[config.mk]
export PLATFORM = sky130hd
export DESIGN_NAME = muldiv_unit
export DESIGN_NICKNAME = d
export VERILOG_FILES = /design/src/rtl/muldiv_unit_pkg.sv /design/src/rtl/muldiv_unit.sv
export SDC_FILE = /design/constraint.sdc
export NUM_CORES = 1
export LEC_CHECK = 0
export CORE_ASPECT_RATIO = 1.1
export CORE_MARGIN = 10
export CORE_UTILIZATION = 40
export CTS_CLUSTER_DIAMETER = 100
export CTS_CLUSTER_SIZE = 20
export DETAILED_ROUTE_END_ITERATION = 8
export HOLD_SLACK_MARGIN = 0.08
export PLACE_DENSITY_LB_ADDON = 0.3
export SYNTH_ARGS = -nofsm -noshare
export SYNTH_HDL_FRONTEND = slang
export SYNTH_SLANG_ARGS = --single-unit
export TNS_END_PERCENT = 100
[constraint.sdc]
create_clock -name clk -period 3.86 [get_ports clk]
set_input_delay 0.386 -clock clk [delete_from_list [all_inputs] [get_ports clk]]
set_output_delay 0.386 -clock clk [all_outputs]
set_load 0.005 [all_outputs]
[src/rtl/muldiv_unit_pkg.sv]
// Shared definitions for the iterative multiply/divide unit.
//   WordW   : data word width
//   CntW    : iteration counter width
//   md_op_e : operation codes (MULU, MULS, DIVU, DIVS)
//   md_state_e : control FSM states
package muldiv_unit_pkg;

  localparam int unsigned WordW = 32;
  localparam int unsigned CntW  = 6;
  localparam logic [CntW-1:0] LastIter = CntW'(WordW - 1);

  // Bit 1 selects divide, bit 0 selects signed operands.
  typedef enum logic [1:0] {
    MdOpMulu = 2'd0,
    MdOpMuls = 2'd1,
    MdOpDivu = 2'd2,
    MdOpDivs = 2'd3
  } md_op_e;

  typedef enum logic [1:0] {
    StIdle = 2'd0,
    StCalc = 2'd1,
    StFin  = 2'd2
  } md_state_e;

  // Magnitude of a word, treating it as two's complement only when is_signed is set.
  function automatic logic [WordW-1:0] abs_word(input logic [WordW-1:0] v,
                                                input logic            is_signed);
    return (is_signed && v[WordW-1]) ? -v : v;
  endfunction

endpackage

[src/rtl/muldiv_unit.sv]
// Iterative radix-2 multiply/divide unit, fixed 34-edge latency (accept, 32 steps, finish).
//   clk    : rising-edge clock
//   reset  : asynchronous active-low reset
//   start  : operation request, sampled only in IDLE
//   flush  : abort any operation, return to IDLE next edge
//   op     : MULU / MULS / DIVU / DIVS
//   in_0   : multiplicand / dividend
//   in_1   : multiplier / divisor
//   busy   : operation in progress (CALC and FIN)
//   done   : one-cycle result-valid pulse
//   out_lo : product[31:0] or quotient
//   out_hi : product[63:32] or remainder
//   dz     : divide-by-zero flag, valid with done
module muldiv_unit
  import muldiv_unit_pkg::*;
(
  input  logic             clk,
  input  logic             reset,
  input  logic             start,
  input  logic             flush,
  input  logic [1:0]       op,
  input  logic [WordW-1:0] in_0,
  input  logic [WordW-1:0] in_1,
  output logic             busy,
  output logic             done,
  output logic [WordW-1:0] out_lo,
  output logic [WordW-1:0] out_hi,
  output logic             dz
);

  md_state_e         state_q;
  md_op_e            op_q;
  logic [CntW-1:0]   cnt_q;
  logic [WordW-1:0]  opa_q, opb_q;     // operand magnitudes
  logic [WordW-1:0]  acc_hi_q, acc_lo_q;
  logic              neg_res_q;        // negate product / quotient
  logic              neg_rem_q;        // remainder takes the dividend's sign

  logic [WordW:0]    mul_sum, div_shift, div_diff;
  logic              div_ok;
  logic [WordW-1:0]  step_hi, step_lo;
  logic [2*WordW-1:0] prod, prod_fix;
  logic [WordW-1:0]  quo_fix, rem_fix, dividend_raw;
  logic              is_div, div_zero;
  logic              in_signed;

  assign is_div    = op_q[1];
  assign div_zero  = is_div && (opb_q == '0);
  assign in_signed = op[0];

  always_comb begin
    mul_sum   = {1'b0, acc_hi_q} + (acc_lo_q[0] ? {1'b0, opa_q} : '0);
    // Partial remainder stays below the divisor, so bit WordW of the
    // 33-bit difference is a reliable "shifted < divisor" indicator.
    div_shift = {acc_hi_q, acc_lo_q[WordW-1]};
    div_diff  = div_shift - {1'b0, opb_q};
    div_ok    = ~div_diff[WordW];
    if (is_div) begin
      step_hi = div_ok ? div_diff[WordW-1:0] : div_shift[WordW-1:0];
      step_lo = {acc_lo_q[WordW-2:0], div_ok};
    end else begin
      step_hi = mul_sum[WordW:1];
      step_lo = {mul_sum[0], acc_lo_q[WordW-1:1]};
    end
  end

  always_comb begin
    prod         = {acc_hi_q, acc_lo_q};
    prod_fix     = neg_res_q ? -prod : prod;
    quo_fix      = neg_res_q ? -acc_lo_q : acc_lo_q;
    rem_fix      = neg_rem_q ? -acc_hi_q : acc_hi_q;
    dividend_raw = neg_rem_q ? -opa_q : opa_q;
  end

  always_ff @(posedge clk or negedge reset) begin
    if (!reset) begin
      state_q   <= StIdle;
      op_q      <= MdOpMulu;
      cnt_q     <= '0;
      opa_q     <= '0;
      opb_q     <= '0;
      acc_hi_q  <= '0;
      acc_lo_q  <= '0;
      neg_res_q <= 1'b0;
      neg_rem_q <= 1'b0;
      busy      <= 1'b0;
      done      <= 1'b0;
      out_lo    <= '0;
      out_hi    <= '0;
      dz        <= 1'b0;
    end else if (flush) begin
      state_q <= StIdle;
      cnt_q   <= '0;
      busy    <= 1'b0;
      done    <= 1'b0;
    end else begin
      done <= 1'b0;
      unique case (state_q)
        StIdle: begin
          if (start) begin
            op_q      <= md_op_e'(op);
            opa_q     <= abs_word(in_0, in_signed);
            opb_q     <= abs_word(in_1, in_signed);
            acc_hi_q  <= '0;
            // Multiply shifts the multiplier out of lo; divide shifts the dividend out.
            acc_lo_q  <= op[1] ? abs_word(in_0, in_signed) : abs_word(in_1, in_signed);
            neg_res_q <= in_signed && (in_0[WordW-1] ^ in_1[WordW-1]);
            neg_rem_q <= in_signed && op[1] && in_0[WordW-1];
            cnt_q     <= '0;
            busy      <= 1'b1;
            state_q   <= StCalc;
          end
        end
        StCalc: begin
          acc_hi_q <= step_hi;
          acc_lo_q <= step_lo;
          if (cnt_q == LastIter) begin
            cnt_q   <= '0;
            state_q <= StFin;
          end else begin
            cnt_q <= cnt_q + 1'b1;
          end
        end
        StFin: begin
          if (div_zero) begin
            out_lo <= '1;
            out_hi <= dividend_raw;
          end else if (is_div) begin
            out_lo <= quo_fix;
            out_hi <= rem_fix;
          end else begin
            out_lo <= prod_fix[WordW-1:0];
            out_hi <= prod_fix[2*WordW-1:WordW];
          end
          dz      <= div_zero;
          done    <= 1'b1;
          busy    <= 1'b0;
          state_q <= StIdle;
        end
        default: state_q <= StIdle;
      endcase
    end
  end

endmodule

# Word-level counts from Yosys, hierarchy flattened
# Index checks and enable logic that the tools add are counted.
[totals]
register_bits = 207
out_inout_bits = 67
word_cells = 81
in_bits = 70
[classes]
eq_ne = 6
add_sub_neg = 9
reduce_logical = 17
muxes = 32
bitwise = 3
[op_table]
columns = ["cell", "n"]
rows = [
  ["$mux 32", 16],
  ["$neg 32->32", 5],
  ["$pmux 32 s2", 2],
  ["$mux 64", 1],
  ["$neg 64->64", 1],
  ["$add 32x32->33", 1],
  ["$sub 33x32->33", 1],
  ["$logic_not 32->1", 1],
  ["$mux 6", 3],
  ["$pmux 6 s2", 1],
  ["$reduce_and 2->1", 4],
  ["$add 6x1->6 const B", 1],
  ["$eq 6x5->1 const B", 1],
  ["$logic_and 1x1->1", 6],
  ["$mux 2", 3],
  ["$ne 3x3->1 const B", 2],
  ["$reduce_and 3->1", 2],
  ["$reduce_bool 3->1", 2],
  ["$mux 1", 4],
  ["$pmux 2 s2", 1],
  ["$eq 2x1->1 const B", 1],
  ["$eq 2x2->1 const B", 1],
  ["$logic_not 2->1", 1],
  ["$ne 2x2->1 const B", 1],
  ["other kinds (4)", 5],
]

# Logic depth before layout (Yosys ltp)
# Gate-level depths: netlist of run 1.
[logic_depth]
ltp_word = 5
mapped_depth = 14
mapped_depth_nobuf = 14

# Worst setup path after synthesis of run 1
# OpenSTA, ideal clock, no wires.
[synth_timing]
path_kind = "flip-flop to flip-flop"
startpoint = "register acc_hi_q[22]"
endpoint = "register acc_hi_q[11]"
required_time_ps = 3727
synth_period_minus_slack_ps = 3233
path_stages_with_launch = 13
setup_ps = 133
setup_slack_ps = 627
path_buffers = 3
t_arrival_ps = 3100
path_cell_list = "dfrtp_1 ha_1 clkbuf_1 and3_1 and4_1 a221oi_1 a21oi_1 nor3_1 xnor2_1 buf_2 buf_2 mux2i_1 o21ai_0"
[synth_between]
elab_chain_cells = 4
[synth_rtl]
columns = ["element", "line", "rtl"]
rows = [
  ["start, declared", "muldiv_unit.sv:35", "logic [WordW-1:0] acc_hi_q, acc_lo_q;"],
  ["start signal, assigned", "muldiv_unit.sv:115", "acc_hi_q <= step_hi;"],
  ["$sub 33x32->33", "muldiv_unit.sv:56", "div_diff = div_shift - {1'b0, opb_q};"],
  ["$mux 32", "muldiv_unit.sv:59", "step_hi = div_ok ? div_diff[WordW-1:0] : div_shift[WordW-1:0];"],
  ["$mux 32", "muldiv_unit.sv:58", "if (is_div) begin"],
  ["$pmux 32 s2", "muldiv_unit.sv:98", "unique case (state_q)"],
]
# No other way between the ends.
# A chain may end at the register's enable or synchronous reset.

# Worst setup path after layout of run 1
[layout_timing]
startpoint = "register acc_lo_q[31]"
endpoint = "register acc_hi_q[3]"
[layout_between]
elab_chain_cells = 4
[layout_rtl]
columns = ["element", "line", "rtl"]
rows = [
  ["start, declared", "muldiv_unit.sv:35", ""],
  ["start signal, assigned", "muldiv_unit.sv:106", "acc_lo_q <= op[1] ? abs_word(in_0, in_signed) : abs_word(in_1, in_signed);"],
  ["start signal, assigned", "muldiv_unit.sv:116", "acc_lo_q <= step_lo;"],
  ["$sub 33x32->33", "muldiv_unit.sv:56", ""],
  ["$mux 32", "muldiv_unit.sv:59", ""],
  ["$mux 32", "muldiv_unit.sv:58", ""],
  ["$pmux 32 s2", "muldiv_unit.sv:98", ""],
]
# No other way between the ends.

==> summary.md, run 1 <==
| Metric | Value |
|---|---|
| Global Route met3 Usage | `0.02824` |
| TritonCTS clock tree | `built` |
| CP Launch Type | `flip-flop` |
| Clock sinks | `206` |
| Required time of the critical path | `4.24 ns` |
| WL/cell | `about 23 um` |
| Drt total wl | `61550 um` |
| CTS Buf Count | `14` |
| 1st-iter DRT viols | `1300` |
| Share of the synthesized area in the top cell type | `0.3143` |
| GRT busiest layer | `met2` |
| Fin Hold WS | `0.4740 ns` |
| Die area | `roughly 50000 um^2` |
| Setup_tns | `0 ns` |
| Clk_lat worst skew | `0.51 ns` |
| Overall global routing resource usage | `0.2429` |
| Layout cells sized above 1 | `0.07079` |
| Die Ht | `232.4 um` |
| GRT overflow | `0` |
| Period minus WS final | `between 3 and 4 ns` |
| Max Cap Viol | `0` |
| Number of cell rows | `77` |
| I/O pins | `137` |
| First-pass GRT wire length | `93750 um` |
| FMAX | `0.2840 GHz` |
| Lkg Pwr | `8.138 nW` |
| First-pass iteration count of the detailed router | `5` |
| FF+latch count, synth | `206` |
| Clk_skew | `roughly 0.028 ns` |
| Synthesized instance count | `between 2k and 2.5k` |
| CTS Buffer Depth | `3` |
| Final WS setup | `0.3390 ns` |
| Mean cell area of the mapped netlist | `about 8 um^2` |
| Post-DP HPWL | `between 40000 and 50000 um` |
| Largest net degree at the start of global routing | `102` |
| Sequential fraction of the synthesis area | `0.3143` |
| CTS root buffer | `clkbuf_16` |
| Synth unique cells | `roughly 80` |
| Final Max Tran Viols | `0` |
| Worst slew margin | `0.1538` |
| Syn_nets | `2146` |
| Mapped Area | `16400 um^2` |
| Gpl congestion | `0.9716` |
| Port buffer count | `around 140` |
| Reg clk slew, reported paths | `0.09 ns` |
| Post-synth top area cell | `dfrtp_1` |
| Status | `completed` |
| R2R depth | `14` |
| Antenna cells | `0` |
| Vias in the first global route | `15.64k` |
| Synth warn | `0` |
| Dpl ws | `roughly 0.32 ns` |
| Endpoints failing setup | `0` |
| Predominant post-synthesis flop cell | `dfrtp_1` |
| Period utilization | `0.9122` |
| Met2 GRT Util | `0.4101` |
| Vias | `16.01k` |
| Die W | `213.1 um` |
| Max VDD drop | `~0.41 mV` |
| # DRC | `0` |
| RSZ-0062 raised after global routing | `false` |
| Pwr dens | `631.4 nW/um^2` |
| Synth top cells by count | `nand2_1, o21ai_0, dfrtp_1, xnor2_1` |
| Worst hold path class | `reg -> reg` |
| Fin nets | `2272` |
| Most common cell in the netlist | `nand2_1` |
| Core box area | `40370 um^2` |
| Grt met1 use | `0.3015` |
| H-tree level count | `1` |
| Final ANT Viol Nets | `0` |
| Vias per std cell | `approximately 6` |
| Final Hold Fails | `0` |
| Worst-Margin Slew | `about 1.3 ns` |
| CP Capture Type | `flip-flop` |
| Worst Setup Path Type | `reg -> reg` |
| Async SR Flop Fraction | `1.000` |
| Cells after DPL | `2626` |
| Critical path arrival | `3.90 ns` |
| Final Non-Filler Cells | `2646` |
| EDFF count, synth | `0` |
| Hold depth | `2` |
| Max FO, Critical Path | `40` |
| Synth area leaders | `dfrtp_1, o21ai_0, xnor2_1, nand2_1, ha_1` |
| Initial antenna violation count | `2` |
| Area grow syn2layout | `16.43%` |
| Initial core utilization | `0.4063` |
[per-stage QoR]
stage	power, mW	util	cell area, um^2
2_1_floorplan	8.012	-	16400
3_3_place_gp	10.34	0.4625	18670
3_5_place_dp	10.43	0.4625	18670
4_1_cts	11.98	0.4729	19090
5_1_grt	12.86	0.4731	19100
6_report	12.06	0.4731	19100
[repair_timing]
action / CTS / global route
setup buffers: 0 / 0
hold endpoints to repair: 97 / 0
hold buffers: 1 / 0
gates resized for setup: 0 / 2
endpoints found under the setup margin: 0 / 3
[power breakdown]
part / switching [mW] / internal, mW / total [mW]
clock: 0.809 / 0.729 / 1.54
sequential: 0.725 / 2.55 / 3.28
combinational: 4.26 / 2.98 / 7.24
total: 5.80 / 6.26 / 12.1
[path summary, 6_finish.rpt]
check                      slack, ns          from           end
hold / removal                  0.47    out_hi[10]    out_hi[10]
setup reg to reg                0.34  acc_lo_q[31]   acc_hi_q[3]
min in group asynchronous       0.53         reset    out_lo[10]
max in group asynchronous       2.28         reset  acc_hi_q[16]
setup / recovery                0.34  acc_lo_q[31]   acc_hi_q[3]
hold reg to reg                 0.47    out_hi[10]    out_hi[10]
[registers in the layout, indices dropped and copies added (netlist names)]
| register | count |
|---|---|
| dz | 1 |
| op_q | 1 |
| state_q | 2 |
| opa_q | 32 |
| out_lo | 32 |
| cnt_q | 6 |
| acc_hi_q | 32 |
| neg_rem_q | 1 |
| acc_lo_q | 32 |
| out_hi | 32 |
| opb_q | 32 |
| done | 1 |
| busy | 1 |
| neg_res_q | 1 |
[cell families (layout without fill, tap and decap cells)]
logic type / after synthesis / after routing / share of synthesized area
adders and majority gates: 72 / 72 / 0.05584
muxes: 73 / 73 / 0.04531
buffers and inverters: 188 / 317 / 0.04562
and+or+nand+nor: 619 / 619 / 0.1810
AOI/OAI and AO/OA: 644 / 644 / 0.2501
xor gates and xnor gates: 202 / 202 / 0.1079
DFF: 206 / 206 / 0.3143
[critical path, cell delays in order (launching register included)]
cell and delay [ns]:
dfrtp_1 0.53, inv_1 0.13, ha_1 0.23, fa_1 0.39, nand2b_1 0.19, a21oi_1 0.37
o2111ai_1 0.18, a31oi_1 0.16, nor3_1 0.08, buf_4 0.15, xnor2_2 0.17, buf_12 0.27
mux2i_1 0.22, nor2_1 0.06, a221o_1 0.26
[cell type report]
type	count	area [um^2]
repair buffers	228	2083
multi-input cells	1610	10540
inverters	70	262.8
well taps	513	641.9
clock inverters	2	16.27
clock buffers	17	392.9
fillers	3899	21270
flip-flops and latches	206	5156
[cell usage in the layout, fill, tap and decap left out, types with 32 or more instances in the layout]
| cell | count |
|---|---|
| clkdlybuf4s50_1 | 135 |
| nand2_1 | 237 |
| xnor2_1 | 129 |
| o21ai_0 | 228 |
| ha_1 | 70 |
| nor2_1 | 125 |
| a21oi_1 | 126 |
| nor3_1 | 36 |
| xor2_1 | 72 |
| o22a_1 | 32 |
| inv_1 | 68 |
| buf_4 | 89 |
| a22oi_1 | 35 |
| and2_1 | 37 |
| mux2i_1 | 63 |
| dfrtp_1 | 205 |
[layer usage]
layer  wire length (um)  up-vias
li1                   -     7511
met1              25220     7793
met2              29710      570
met3               3481      133
met4               3138        0
met5                  0        -
(Power assumes the default switching activity.)
==> run 2: changes to the inputs <==
SKIP_CTS_REPAIR_TIMING = 1   (was not set)
==> results of run 2 <==
No change in the layout: final DEF, timing and power equal those of run 1.
Among the figures that moved: via count of the first global-routing pass 15640 -> 15630
